## src/rtl/mem_port_arbiter_pkg.sv

```systemverilog
// rtl/mem_port_arbiter_pkg.sv - shared types and constants for the memory port arbiter
package mem_port_arbiter_pkg;

    localparam int FUNCT3_W = 3;

    typedef enum logic [1:0] {
        IDLE,
        ACCESS,
        RESP
    } arb_state_t;

    typedef enum logic {
        GNT_CORE,
        GNT_AUX
    } arb_grant_t;

endpackage

```

## src/rtl/mem_port_arbiter_if.sv

```systemverilog
// rtl/mem_port_arbiter_if.sv - core/aux request buses and memory port bundle
interface mem_port_arbiter_if #(
    parameter int ADDR_W = 32,
    parameter int DATA_W = 32
);
    import mem_port_arbiter_pkg::*;

    logic                core_req_valid;
    logic                core_req_ready;
    logic [ADDR_W-1:0]   core_addr;
    logic [DATA_W-1:0]   core_wdata;
    logic                core_wren;
    logic [FUNCT3_W-1:0] core_funct3;
    logic                core_rsp_valid;
    logic [DATA_W-1:0]   core_rdata;

    logic                aux_req_valid;
    logic                aux_req_ready;
    logic [ADDR_W-1:0]   aux_addr;
    logic [DATA_W-1:0]   aux_wdata;
    logic                aux_wren;
    logic [FUNCT3_W-1:0] aux_funct3;
    logic                aux_rsp_valid;
    logic [DATA_W-1:0]   aux_rdata;

    logic [ADDR_W-1:0]   mem_addr;
    logic [DATA_W-1:0]   mem_wdata;
    logic                mem_wren;
    logic [FUNCT3_W-1:0] mem_funct3;
    logic [DATA_W-1:0]   mem_rdata;

    modport slave (
        input  core_req_valid, core_addr, core_wdata, core_wren, core_funct3,
        output core_req_ready, core_rsp_valid, core_rdata,
        input  aux_req_valid, aux_addr, aux_wdata, aux_wren, aux_funct3,
        output aux_req_ready, aux_rsp_valid, aux_rdata,
        output mem_addr, mem_wdata, mem_wren, mem_funct3,
        input  mem_rdata
    );

    modport master (
        output core_req_valid, core_addr, core_wdata, core_wren, core_funct3,
        input  core_req_ready, core_rsp_valid, core_rdata,
        output aux_req_valid, aux_addr, aux_wdata, aux_wren, aux_funct3,
        input  aux_req_ready, aux_rsp_valid, aux_rdata,
        input  mem_addr, mem_wdata, mem_wren, mem_funct3,
        output mem_rdata
    );

endinterface

```

## src/rtl/mem_port_arbiter_arb_pick.sv

```systemverilog
// rtl/mem_port_arbiter_arb_pick.sv - combinational winner select between core and aux
// MEM_ARB_RR_EN selects round-robin on ties; otherwise core has fixed priority.
module arb_pick
    import mem_port_arbiter_pkg::*;
(
    input  logic       core_valid_i,
    input  logic       aux_valid_i,
`ifdef MEM_ARB_RR_EN
    input  arb_grant_t last_grant_i,
`endif
    output logic       grant_valid_o,
    output arb_grant_t grant_o
);

    always_comb begin
        grant_valid_o = core_valid_i | aux_valid_i;
        grant_o       = GNT_CORE;
        if (core_valid_i && aux_valid_i) begin
`ifdef MEM_ARB_RR_EN
            grant_o = (last_grant_i == GNT_CORE) ? GNT_AUX : GNT_CORE;
`else
            grant_o = GNT_CORE;
`endif
        end else if (aux_valid_i) begin
            grant_o = GNT_AUX;
        end
    end

endmodule

```

## src/rtl/mem_port_arbiter.sv

```systemverilog
// rtl/mem_port_arbiter.sv - two-requester arbiter for the unified synchronous-read memory port
// Optional MEM_ARB_RR_EN enables round-robin tie breaking (fixed core priority otherwise).
module mem_port_arbiter
    import mem_port_arbiter_pkg::*;
#(
    parameter int ADDR_W = 32,
    parameter int DATA_W = 32
) (
    input  logic              clk,
    input  logic              reset,
    mem_port_arbiter_if.slave bus
);

    arb_state_t          state_q;
    arb_grant_t          owner_q;
    logic                wr_q;
    logic [ADDR_W-1:0]   mem_addr_q;
    logic [DATA_W-1:0]   mem_wdata_q;
    logic                mem_wren_q;
    logic [FUNCT3_W-1:0] mem_funct3_q;
    logic                core_rsp_q;
    logic                aux_rsp_q;

    logic                pick_valid;
    arb_grant_t          pick_grant;
    logic                handshake;

    logic [ADDR_W-1:0]   addr_d;
    logic [DATA_W-1:0]   wdata_d;
    logic                wren_d;
    logic [FUNCT3_W-1:0] funct3_d;

`ifdef MEM_ARB_RR_EN
    arb_grant_t          last_grant_q;
`endif

    arb_pick u_pick (
        .core_valid_i  (bus.core_req_valid),
        .aux_valid_i   (bus.aux_req_valid),
`ifdef MEM_ARB_RR_EN
        .last_grant_i  (last_grant_q),
`endif
        .grant_valid_o (pick_valid),
        .grant_o       (pick_grant)
    );

    // Ready is gated by reset so nothing looks accepted while reset is held.
    assign handshake = reset && (state_q == IDLE) && pick_valid;

    assign bus.core_req_ready = handshake && (pick_grant == GNT_CORE);
    assign bus.aux_req_ready  = handshake && (pick_grant == GNT_AUX);

    always_comb begin
        addr_d   = bus.core_addr;
        wdata_d  = bus.core_wdata;
        wren_d   = bus.core_wren;
        funct3_d = bus.core_funct3;
        if (pick_grant == GNT_AUX) begin
            addr_d   = bus.aux_addr;
            wdata_d  = bus.aux_wdata;
            wren_d   = bus.aux_wren;
            funct3_d = bus.aux_funct3;
        end
    end

    always_ff @(posedge clk or negedge reset) begin
        if (!reset) begin
            state_q      <= IDLE;
            owner_q      <= GNT_CORE;
            wr_q         <= 1'b0;
            mem_addr_q   <= '0;
            mem_wdata_q  <= '0;
            mem_wren_q   <= 1'b0;
            mem_funct3_q <= '0;
            core_rsp_q   <= 1'b0;
            aux_rsp_q    <= 1'b0;
`ifdef MEM_ARB_RR_EN
            last_grant_q <= GNT_AUX;
`endif
        end else begin
            case (state_q)
                IDLE: begin
                    if (handshake) begin
                        state_q      <= ACCESS;
                        owner_q      <= pick_grant;
                        wr_q         <= wren_d;
                        mem_addr_q   <= addr_d;
                        mem_wdata_q  <= wdata_d;
                        mem_wren_q   <= wren_d;
                        mem_funct3_q <= funct3_d;
`ifdef MEM_ARB_RR_EN
                        last_grant_q <= pick_grant;
`endif
                    end
                end
                ACCESS: begin
                    state_q      <= RESP;
                    mem_addr_q   <= '0;
                    mem_wdata_q  <= '0;
                    mem_wren_q   <= 1'b0;
                    mem_funct3_q <= '0;
                    core_rsp_q   <= (owner_q == GNT_CORE);
                    aux_rsp_q    <= (owner_q == GNT_AUX);
                end
                default: begin
                    state_q    <= IDLE;
                    core_rsp_q <= 1'b0;
                    aux_rsp_q  <= 1'b0;
                end
            endcase
        end
    end

    assign bus.mem_addr   = mem_addr_q;
    assign bus.mem_wdata  = mem_wdata_q;
    assign bus.mem_wren   = mem_wren_q;
    assign bus.mem_funct3 = mem_funct3_q;

    // Memory read data arrives during RESP, so it is steered combinationally.
    assign bus.core_rsp_valid = core_rsp_q;
    assign bus.aux_rsp_valid  = aux_rsp_q;
    assign bus.core_rdata     = (core_rsp_q && !wr_q) ? bus.mem_rdata : '0;
    assign bus.aux_rdata      = (aux_rsp_q && !wr_q) ? bus.mem_rdata : '0;

endmodule

```

## src/flat_wrapper.sv

```systemverilog
// flat-port wrapper written by rule: the top's interface ports become plain ports
module mem_port_arbiter_flat import mem_port_arbiter_pkg::*;
#(
    parameter int ADDR_W = 32,
    parameter int DATA_W = 32
)
  (clk, reset, bus_core_req_valid, bus_core_addr, bus_core_wdata, bus_core_wren, bus_core_funct3, bus_core_req_ready, bus_core_rsp_valid, bus_core_rdata, bus_aux_req_valid, bus_aux_addr, bus_aux_wdata, bus_aux_wren, bus_aux_funct3, bus_aux_req_ready, bus_aux_rsp_valid, bus_aux_rdata, bus_mem_addr, bus_mem_wdata, bus_mem_wren, bus_mem_funct3, bus_mem_rdata);
  mem_port_arbiter_if #(.ADDR_W(ADDR_W), .DATA_W(DATA_W)) bus_i ();
  input  logic clk;
  input  logic reset;
  input wire logic [$bits(bus_i.core_req_valid)-1:0] bus_core_req_valid;
  input wire logic [$bits(bus_i.core_addr)-1:0] bus_core_addr;
  input wire logic [$bits(bus_i.core_wdata)-1:0] bus_core_wdata;
  input wire logic [$bits(bus_i.core_wren)-1:0] bus_core_wren;
  input wire logic [$bits(bus_i.core_funct3)-1:0] bus_core_funct3;
  output wire logic [$bits(bus_i.core_req_ready)-1:0] bus_core_req_ready;
  output wire logic [$bits(bus_i.core_rsp_valid)-1:0] bus_core_rsp_valid;
  output wire logic [$bits(bus_i.core_rdata)-1:0] bus_core_rdata;
  input wire logic [$bits(bus_i.aux_req_valid)-1:0] bus_aux_req_valid;
  input wire logic [$bits(bus_i.aux_addr)-1:0] bus_aux_addr;
  input wire logic [$bits(bus_i.aux_wdata)-1:0] bus_aux_wdata;
  input wire logic [$bits(bus_i.aux_wren)-1:0] bus_aux_wren;
  input wire logic [$bits(bus_i.aux_funct3)-1:0] bus_aux_funct3;
  output wire logic [$bits(bus_i.aux_req_ready)-1:0] bus_aux_req_ready;
  output wire logic [$bits(bus_i.aux_rsp_valid)-1:0] bus_aux_rsp_valid;
  output wire logic [$bits(bus_i.aux_rdata)-1:0] bus_aux_rdata;
  output wire logic [$bits(bus_i.mem_addr)-1:0] bus_mem_addr;
  output wire logic [$bits(bus_i.mem_wdata)-1:0] bus_mem_wdata;
  output wire logic [$bits(bus_i.mem_wren)-1:0] bus_mem_wren;
  output wire logic [$bits(bus_i.mem_funct3)-1:0] bus_mem_funct3;
  input wire logic [$bits(bus_i.mem_rdata)-1:0] bus_mem_rdata;
  assign bus_i.core_req_valid = bus_core_req_valid;
  assign bus_i.core_addr = bus_core_addr;
  assign bus_i.core_wdata = bus_core_wdata;
  assign bus_i.core_wren = bus_core_wren;
  assign bus_i.core_funct3 = bus_core_funct3;
  assign bus_core_req_ready = bus_i.core_req_ready;
  assign bus_core_rsp_valid = bus_i.core_rsp_valid;
  assign bus_core_rdata = bus_i.core_rdata;
  assign bus_i.aux_req_valid = bus_aux_req_valid;
  assign bus_i.aux_addr = bus_aux_addr;
  assign bus_i.aux_wdata = bus_aux_wdata;
  assign bus_i.aux_wren = bus_aux_wren;
  assign bus_i.aux_funct3 = bus_aux_funct3;
  assign bus_aux_req_ready = bus_i.aux_req_ready;
  assign bus_aux_rsp_valid = bus_i.aux_rsp_valid;
  assign bus_aux_rdata = bus_i.aux_rdata;
  assign bus_mem_addr = bus_i.mem_addr;
  assign bus_mem_wdata = bus_i.mem_wdata;
  assign bus_mem_wren = bus_i.mem_wren;
  assign bus_mem_funct3 = bus_i.mem_funct3;
  assign bus_i.mem_rdata = bus_mem_rdata;
  mem_port_arbiter #(.ADDR_W(ADDR_W), .DATA_W(DATA_W)) u_core (.clk(clk), .reset(reset), .bus(bus_i));
endmodule
```

## config.mk

```make
export PLATFORM = sky130hd
export DESIGN_NAME = mem_port_arbiter_flat
export DESIGN_NICKNAME = d
export VERILOG_FILES = /design/src/rtl/mem_port_arbiter_pkg.sv /design/src/rtl/mem_port_arbiter_if.sv /design/src/rtl/mem_port_arbiter_arb_pick.sv /design/src/rtl/mem_port_arbiter.sv /design/src/flat_wrapper.sv
export SDC_FILE = /design/constraint.sdc
export NUM_CORES = 1
export LEC_CHECK = 0
export CELL_PAD_IN_SITES_DETAIL_PLACEMENT = 1
export CELL_PAD_IN_SITES_GLOBAL_PLACEMENT = 2
export CORE_ASPECT_RATIO = 0.7
export CORE_MARGIN = 1.5
export CORE_UTILIZATION = 20
export DETAILED_ROUTE_END_ITERATION = 12
export PLACE_DENSITY_LB_ADDON = 0.1
export SLEW_MARGIN = 0
export SYNTH_ARGS = -nofsm -noshare
export SYNTH_HDL_FRONTEND = slang
export SYNTH_SLANG_ARGS = --single-unit
```

## constraint.sdc

```tcl
create_clock -name clk -period 1.7 [get_ports clk]
set_clock_uncertainty 0.15 [all_clocks]
set_input_delay 0.255 -clock clk [delete_from_list [all_inputs] [get_ports clk]]
set_output_delay 0.255 -clock clk [all_outputs]
set_load 0.02 [all_outputs]
```

== Yosys cells after proc, flatten, opt, wreduce, memory -nomap -nowiden ==
Index checks and enable logic that the tools add are counted.

* Divide/modulo/power cells: 0
* $mul: 0
* Bitwise gates (word level): 3
* Muxes and demuxes: 20
* Equality and inequality tests: 2
* Shift operators: 0
* Order comparisons: 0
* Add/sub/neg operators: 0
* Reduce and logical (&&, ||, !) cells: 12

{| class="wikitable"
|+ Operators with widths
! kind !! count
|-
| 32-bit two-way mux || 6
|-
| 32-bit one-hot mux with 2 select lines || 2
|-
| 1-bit logical AND || 7
|-
| 3-bit two-way mux || 2
|-
| 1-bit one-hot mux with 2 select lines || 3
|-
| 3-bit one-hot mux with 2 select lines || 1
|-
| 1-bit two-way mux || 4
|-
| 2-bit one-hot mux with 2 select lines || 1
|-
| 2-bit AND reduction || 2
|-
| 2-bit by 1-bit equality test with 1-bit output (second input constant) || 1
|-
| 2-bit logical NOT || 1
|-
| 2-bit two-way mux || 1
|-
| 2-bit by 1-bit inequality test with 1-bit output (second input constant) || 1
|-
| 1-bit NOT || 2
|-
| 2-bit nonzero test || 1
|-
| 1-bit logical NOT || 1
|-
| 1-bit bitwise OR || 1
|}

* Memories: 0
* Register bits: 74
* Output and inout port bits: 136
* ROM bits: 0
* Word-level logic and storage cells: 46
* Bits in latches: 0
* Bits in writable memories: 0

== Logic depth before layout (Yosys ltp) ==
Gate-level depths: netlist (run 1).

* Depth after elaboration: 5
* Mapped depth: 6
* Mapped depth without buffers: 3

== By module ==
From an unflattened synthesis (run 1), not the netlist that was laid out.

* Cells, all modules: 395
* Area, all modules: 4302.9 um^2

{| class="wikitable"
|+ By module, submodules not included
! module !! sequential area each (um^2) !! area each (um^2) !! cells each !! times used
|-
| mem_port_arbiter || 1851.8 || 4290.4 || 393 || 1
|-
| arb_pick || 0.0 || 12.5 || 2 || 1
|}

== Least setup slack after synthesis (run 1) ==
No wires, ideal clock.

* Kind: register to output
* From: reg u_core.state_q[0]
* To: out bus_aux_req_ready
* Stages on the path, launching flop included: 5
* Setup slack: 0.091 ns
* Arrival: 1.204 ns
* Buffers on the path: 2
* Path through: dfrtp_1 nor3b_1 buf_2 buf_2 and3b_1

* Word-level cells in the longest chain between the ends: 4

{| class="wikitable"
|+ RTL lines
! element !! line !! text
|-
| from (decl) || mem_port_arbiter.sv:14 || <nowiki>arb_state_t state_q;</nowiki>
|-
| from (signal assigned) || mem_port_arbiter.sv:68 || <nowiki>state_q <= IDLE;</nowiki>
|-
| from (signal assigned) || mem_port_arbiter.sv:84 || <nowiki>state_q <= ACCESS;</nowiki>
|-
| from (signal assigned) || mem_port_arbiter.sv:97 || <nowiki>state_q <= RESP;</nowiki>
|-
| 2-bit logical NOT || mem_port_arbiter.sv:48 || <nowiki>assign handshake = reset && (state_q == IDLE) && pick_valid;</nowiki>
|-
| 1-bit logical AND (2 in a row) || mem_port_arbiter.sv:48 ||
|-
| 1-bit logical AND || mem_port_arbiter.sv:51 || <nowiki>assign bus.aux_req_ready = handshake && (pick_grant == GNT_AUX);</nowiki>
|-
| to (decl) || flat_wrapper.sv:24 || <nowiki>output wire logic [$bits(bus_i.aux_req_ready)-1:0] bus_aux_req_ready;</nowiki>
|}

No other way between the ends.

== Worst setup path in the final report (run 1) ==
* From: reg u_core.wr_q
* To: out bus_core_rdata[15]

* Word-level cells in the longest chain between the ends: 3

{| class="wikitable"
|+ RTL lines
! element !! line !! text
|-
| from (decl) || mem_port_arbiter.sv:16 || <nowiki>logic wr_q;</nowiki>
|-
| from (signal assigned) || mem_port_arbiter.sv:86 || <nowiki>wr_q <= wren_d;</nowiki>
|-
| 1-bit logical NOT || mem_port_arbiter.sv:122 || <nowiki>assign bus.core_rdata = (core_rsp_q && !wr_q) ? bus.mem_rdata : '0;</nowiki>
|-
| 1-bit logical AND || mem_port_arbiter.sv:122 ||
|-
| 32-bit two-way mux || mem_port_arbiter.sv:122 ||
|-
| to (decl) || flat_wrapper.sv:18 || <nowiki>output wire logic [$bits(bus_i.core_rdata)-1:0] bus_core_rdata;</nowiki>
|}

No other way between the ends.

==> flow_summary.json, run 1 <==
{
  "outcome": "finished with violations",
  "violations": "hold timing, setup timing",
  "endpoint_kind": "output pin",
  "critPathKind": "reg -> out",
  "numCtsBuffers": 9,
  "path_delay_family": "flip-flops",
  "rsz0062_at_grt": "true",
  "synth_warnings": 0,
  "setup_violations": 127,
  "drive_gt1_share_pct": 37.4,
  "finalMaxSlewViolations": 0,
  "place_area_mm2": 0.00813,
  "synthTopCellsByArea": "dfrtp_1, a211oi_2, mux2i_1",
  "synthCells": 406,
  "synth_most_common_cell": "dfrtp_1",
  "place.detailed.hpwl_um": 14600,
  "num_rows": 45,
  "max_freq_ghz": 0.526,
  "crit_chain": "nor2b_4, buf_4, clkbuf_16, and2_4, buf_6",
  "die-area_mm2": 0.0235,
  "grt_pass1_vias": 5110,
  "seq_area_frac_synth_pct": 41.0,
  "ir_drop_uv": 384,
  "pwr_density_cell_mw_per_mm2": 949,
  "gp_congestion": 0.756,
  "cts.clk_slew.worst_paths_ps": 70,
  "synth_flop_cell": "dfrtp_1",
  "yosys_register_bits": 74,
  "core_area_mm2": 0.0219,
  "cts.sink_count": 74,
  "grt-ovfl-total": 0,
  "postRouteAntennaNets": 0,
  "r2r_cells": 8,
  "tightest_slew_ps": 540,
  "hold-worst-slack_ps": -128,
  "r2r_start": "u_core.state_q[1]",
  "cts-root-buf": "clkbuf_16",
  "async_flop_share_pct": 100,
  "synth_edf_count": 0,
  "worstHoldPathType": "in -> async",
  "fp.dieH_um": 129,
  "dr.pass1.iters": 4,
  "syn_to_final_growth_pct": 108,
  "io_pins": 308,
  "cap_violations": 0,
  "synth_commonest_cells": "dfrtp_1, mux2i_1, a21oi_1, a211oi_2, and2_1",
  "drtIter0Drc": 87,
  "antenna_found_initial": 0,
  "worstReg2RegEnd": "u_core.bus.mem_addr[8]",
  "arrival_ps": 1500,
  "critPathRequiredTime_ps": 1290,
  "synth.cell_area_mm2": 0.00452,
  "wl_um": 21000,
  "grt_pass1_wl_um": 31500,
  "vias": 4619,
  "start_util_pct": 20.6,
  "clock_path_buffers": 2,
  "rrSetupSlack_ps": -90,
  "numPortBuffers": 307,
  "start_kind": "flop",
  "cpPeakStageDelay_ps": 420,
  "n_antenna_cell": 0,
  "grt_max_degree": 44,
  "yosysTopAreaCell": "dfrtp_1",
  "final_hold_viol_count": 38,
  "final.min_clock_period_ps": 1900,
  "htreeDepth": 3,
  "via_per_inst": 4.40,
  "drc": 0,
  "finalWorstSetupSlack_ps": -202,
  "path_buf_inv": 3,
  "avgSynthCellArea_um2": 11.1,
  "die_x_um": 183,
  "syn_nets": 578,
  "worst_path_max_delay_cell": "dfrtp_1",
  "crit_path_max_fanout": 7,
  "nNetsFinal": 934,
  "ys_types": 18,
  "cts_tree": "done",
  "stdcell_area_mm2": 0.00938,
  "post-route-period-util_pct": 112,
  "wl_per_cell_um": 20.0,
  "clock_latency_ps": 340,
  "slew_headroom_pct": 64.0,
  "track_usage_pct": 17.7,
  "power.leakage_uw": 0.00430,
  "synth_top_area_share_pct": 41.0
}
flip-flops by register name, indices dropped and copies added (netlist names):
signal	flops
u_core.bus.aux_rsp_valid	1
u_core.bus.core_rsp_valid	1
u_core.bus.mem_addr	32
u_core.bus.mem_funct3	3
u_core.bus.mem_wdata	32
u_core.bus.mem_wren	1
u_core.owner_q	1
u_core.state_q	2
u_core.wr_q	1
timing repair:
| action | 4_1_cts | 5_1_grt |
|---|---|---|
| gates cloned | 16 | 2 |
| endpoints found under the hold margin | 38 | 38 |
| endpoints found under the setup margin | 206 | 137 |
| pin swaps | 27 | 21 |
| resized for setup | 508 | 40 |
| buffers inserted | 24 | 11 |
power by group:
part           total, uW  internal [uW]  switching [uW]
Clock               1950           1150             796
Sequential          2490           2210             274
Combinational       4470           2260            2210
how the worst max path moves through the flow:
stage | from | slack (ps) | depth (start not counted) | end
floorplan | u_core.state_q[0] | 90 | 4 | bus_aux_req_ready
global placement | u_core.wr_q | -310 | 4 | bus_aux_rdata[15]
detailed placement | bus_aux_req_valid | -320 | 5 | u_core.bus.mem_wdata[1]
CTS | u_core.wr_q | -260 | 5 | bus_core_rdata[31]
global route | u_core.wr_q | -260 | 5 | bus_core_rdata[15]
finish | u_core.wr_q | -200 | 5 | bus_core_rdata[15]
through the flow:
step | setup WS [ps] | utilization (%) | instances | setup TNS (ps) | power (uW)
4_1_cts | -258 | 42.5 | 1045 | -15910 | 8980
3_3_place_gp | -311 | 37.1 | 992 | -34670 | 6560
3_5_place_dp | -321 | 37.1 | 992 | -36870 | 6630
6_report | -202 | 42.8 | 1049 | -12290 | 8900
2_1_floorplan | 91.4 | - | 406 | 0 | 4440
5_1_grt | -256 | 42.8 | 1049 | -21770 | 9400
layout by cell type (no fill, tap or decap), types with 2 or more instances in the layout:
master / n
a21oi_1: 61
buf_6: 64
nor2b_4: 2
clkbuf_1: 2
nor2_1: 3
buf_8: 3
buf_12: 26
buf_16: 11
a211oi_2: 66
dfrtp_1: 74
dlygate4sd2_1: 69
clkbuf_16: 11
and2_4: 39
a21oi_2: 7
clkinv_4: 2
clkdlybuf4s50_1: 170
a21oi_4: 2
and2_1: 27
buf_4: 44
mux2i_1: 71
logic make-up (layout without fill, tap and decap cells):
kind of cell / count (synthesis) / in the layout / synth area share (%)
buffers and inverters: 47 / 408 / 6.37
AO/OA/AOI/OAI: 137 / 137 / 26.3
flip-flops: 74 / 74 / 41.0
multiplexers: 71 / 71 / 15.7
AND/OR/NAND/NOR: 77 / 77 / 10.6
metal layers:
layer | vias up | wire length [um] | GRT usage (%)
li1 | 2191 | - | -
met1 | 2235 | 8960 | 21.8
met2 | 180 | 10300 | 30.9
met3 | 13 | 1590 | 5.69
met4 | 0 | 150 | 2.92
met5 | - | 0 | 0
layout make-up:
type	count	area (um2)
fill	2332	12500
timing repair buffer	391	4310
multi-input combinational	285	2560
sequential	74	1850
tap	282	353
clock buffer	11	233
clock inverter	5	63.8
inverter	1	3.75
No activity file was read; power rests on OpenSTA's default activity.
==> run 2: changes to the inputs <==
--- a/config.mk
+++ b/config.mk
@@ -12,6 +12,7 @@
 export CORE_UTILIZATION = 20
 export DETAILED_ROUTE_END_ITERATION = 12
 export PLACE_DENSITY_LB_ADDON = 0.1
+export SETUP_SLACK_MARGIN = 0.15
 export SLEW_MARGIN = 0
 export SYNTH_ARGS = -nofsm -noshare
 export SYNTH_HDL_FRONTEND = slang
==> run 2 against run 1 <==
The flow still finishes with violations (hold timing, setup timing). Power is 6.2% higher. Non-clock buffer count grew 1. Final cell count is essentially flat. Worst hold slack got worse by 1.2 ps. Combinational power rose by 7.6%. Critical path type unchanged. Critical endpoint is now bus_aux_rdata[7].
==> flow_summary.json, run 2 (synthesis gave the netlist of run 1 again) <==
{
  "cts-root-buf": "clkbuf_16",
  "dr.pass1.iters": 4,
  "final_hold_viol_count": 33,
  "wl_met1_um": 9760,
  "start_util_pct": 20.6,
  "core_area_mm2": 0.0219,
  "power.leakage_uw": 0.00446,
  "worstReg2RegEnd": "u_core.bus.mem_addr[26]",
  "violations": "hold timing, setup timing",
  "grt-ovfl-total": 0,
  "crit_path_max_fanout": 8,
  "io_pins": 308,
  "clkPwrFrac_pct": 22.0,
  "crit_path_start": "u_core.wr_q",
  "switchingPower_uw": 3470,
  "grt_pass1_wl_um": 31900,
  "dr_wl_met2_um": 10200,
  "cts_tree": "done",
  "pwr_density_cell_mw_per_mm2": 945,
  "numPortBuffers": 307,
  "rrSetupSlack_ps": -50,
  "cts.clk_slew.worst_paths_ps": 60,
  "outcome": "finished with violations",
  "hold-worst-slack_ps": -129,
  "finalMaxSlewViolations": 0,
  "nNetsFinal": 935,
  "pwr-share-comb_pct": 50.8,
  "endpoint_kind": "output pin",
  "num_rows": 45,
  "via_per_inst": 4.46,
  "track_usage_pct": 18.0,
  "dp_slack_ps": -334,
  "topRoutingLayerUsed": "met4",
  "ir_drop_uv": 374,
  "place.detailed.hpwl_um": 13600,
  "r2r_start": "u_core.state_q[1]",
  "postRouteAntennaNets": 0,
  "gp_congestion": 0.710,
  "critPathRequiredTime_ps": 1290,
  "wl_um": 21600,
  "cap_violations": 0,
  "final.min_clock_period_ps": 1890,
  "grt_pass1_vias": 5101,
  "final_cell_mix": "clkdlybuf4s50_1, buf_6, dfrtp_1, mux2i_1, a211oi_2",
  "mostFrequentLayoutCell": "clkdlybuf4s50_1",
  "switching_share_pct": 36.6,
  "drive_gt1_share_pct": 46.9,
  "die-area_mm2": 0.0235,
  "vias": 4683,
  "r2r_cells": 8,
  "syn_to_final_growth_pct": 122,
  "clock_path_buffers": 2,
  "met3WireLength_um": 1480,
  "max_freq_ghz": 0.530,
  "wl_per_cell_um": 20.6,
  "htreeDepth": 3,
  "clock_latency_ps": 340,
  "p_int_uw": 5990,
  "p_seq_share_pct": 27.2,
  "numCtsBuffers": 9,
  "rsz0062_at_grt": "true",
  "tightest_slew_ps": 591,
  "die_x_um": 183,
  "slew_headroom_pct": 60.6,
  "post-route-period-util_pct": 111,
  "setup_violations": 100,
  "worstHoldPathType": "in -> async",
  "finalWorstSetupSlack_ps": -186,
  "critPathKind": "reg -> out",
  "start_kind": "flop",
  "drtIter0Drc": 99,
  "fp.dieH_um": 129,
  "cts.sink_count": 74,
  "fillCellCount": 2276,
  "drc": 0,
  "critPathCapture": "bus_aux_rdata[7]",
  "antenna_found_initial": 0,
  "grt_max_degree": 42,
  "arrival_ps": 1480
}
==> run 2: what timing repair did <==
action                     in CTS  in global routing
pin swaps                      50                 49
cloned                         18                  6
hold endpoints to repair       33                 33
setup buffers                  23                 12
setup endpoints to repair     207                152
resized for setup             520                168
==> run 2: stage by stage <==
stage	instance area [um2]	power (uW)	cells	utilization [%]	TNS, ps
6_report	10000	9460	1050	45.7	-9850
5_1_grt	10000	9960	1049	45.7	-16270
4_1_cts	9540	9150	1031	43.6	-12820
3_5_place_dp	8060	6570	975	36.8	-34250
3_3_place_gp	8060	6510	975	36.8	-29040
2_1_floorplan	4600	4470	406	-	0
==> run 2: worst min-delay path by stage <==
stage / from / end / slack, ps / cells past startpoint
final: reset / u_core.bus.mem_addr[0] / -130 / 2
after global routing: reset / u_core.bus.mem_addr[0] / -100 / 2
after CTS: reset / u_core.bus.mem_addr[0] / -110 / 2
after detailed placement: reset / u_core.bus.mem_addr[0] / 260 / 2
after global placement: reset / u_core.bus.mem_addr[0] / 260 / 2
after floorplan: reset / u_core.bus.aux_rsp_valid / -190 / 0
==> run 2: power by group through the flow <==
stage	logic (uW)	clock network, uW	registers (uW)
detailed placement	4070	0	2500
finish	4810	2080	2580
global route	5100	2210	2650
global placement	4030	0	2480
CTS	4480	2130	2540
floorplan	1450	0	3020
==> run 2: final cells by class <==
class	instances	area, um2	area share, %
antenna	1	2.50	0.0250
tap	282	353	3.52
multi-input combinational	285	2950	29.5
timing repair buffer	392	4540	45.3
clock buffer	11	233	2.32
sequential	74	1850	18.5
inverter	1	3.75	0.0375
clock inverter	4	76.3	0.762
==> run 2: routing by layer <==
layer	up-vias	track usage, %
met5	-	0
met4	0	3.45
met3	12	5.58
met2	162	29.3
met1	2307	23.6
li1	2202	-
==> run 2: critical path: stages, from the launching register on <==
cell and delay [ps]:
dfrtp_2 450, nor2b_4 180, buf_12 130, clkbuf_16 140, and2_4 140, buf_6 110
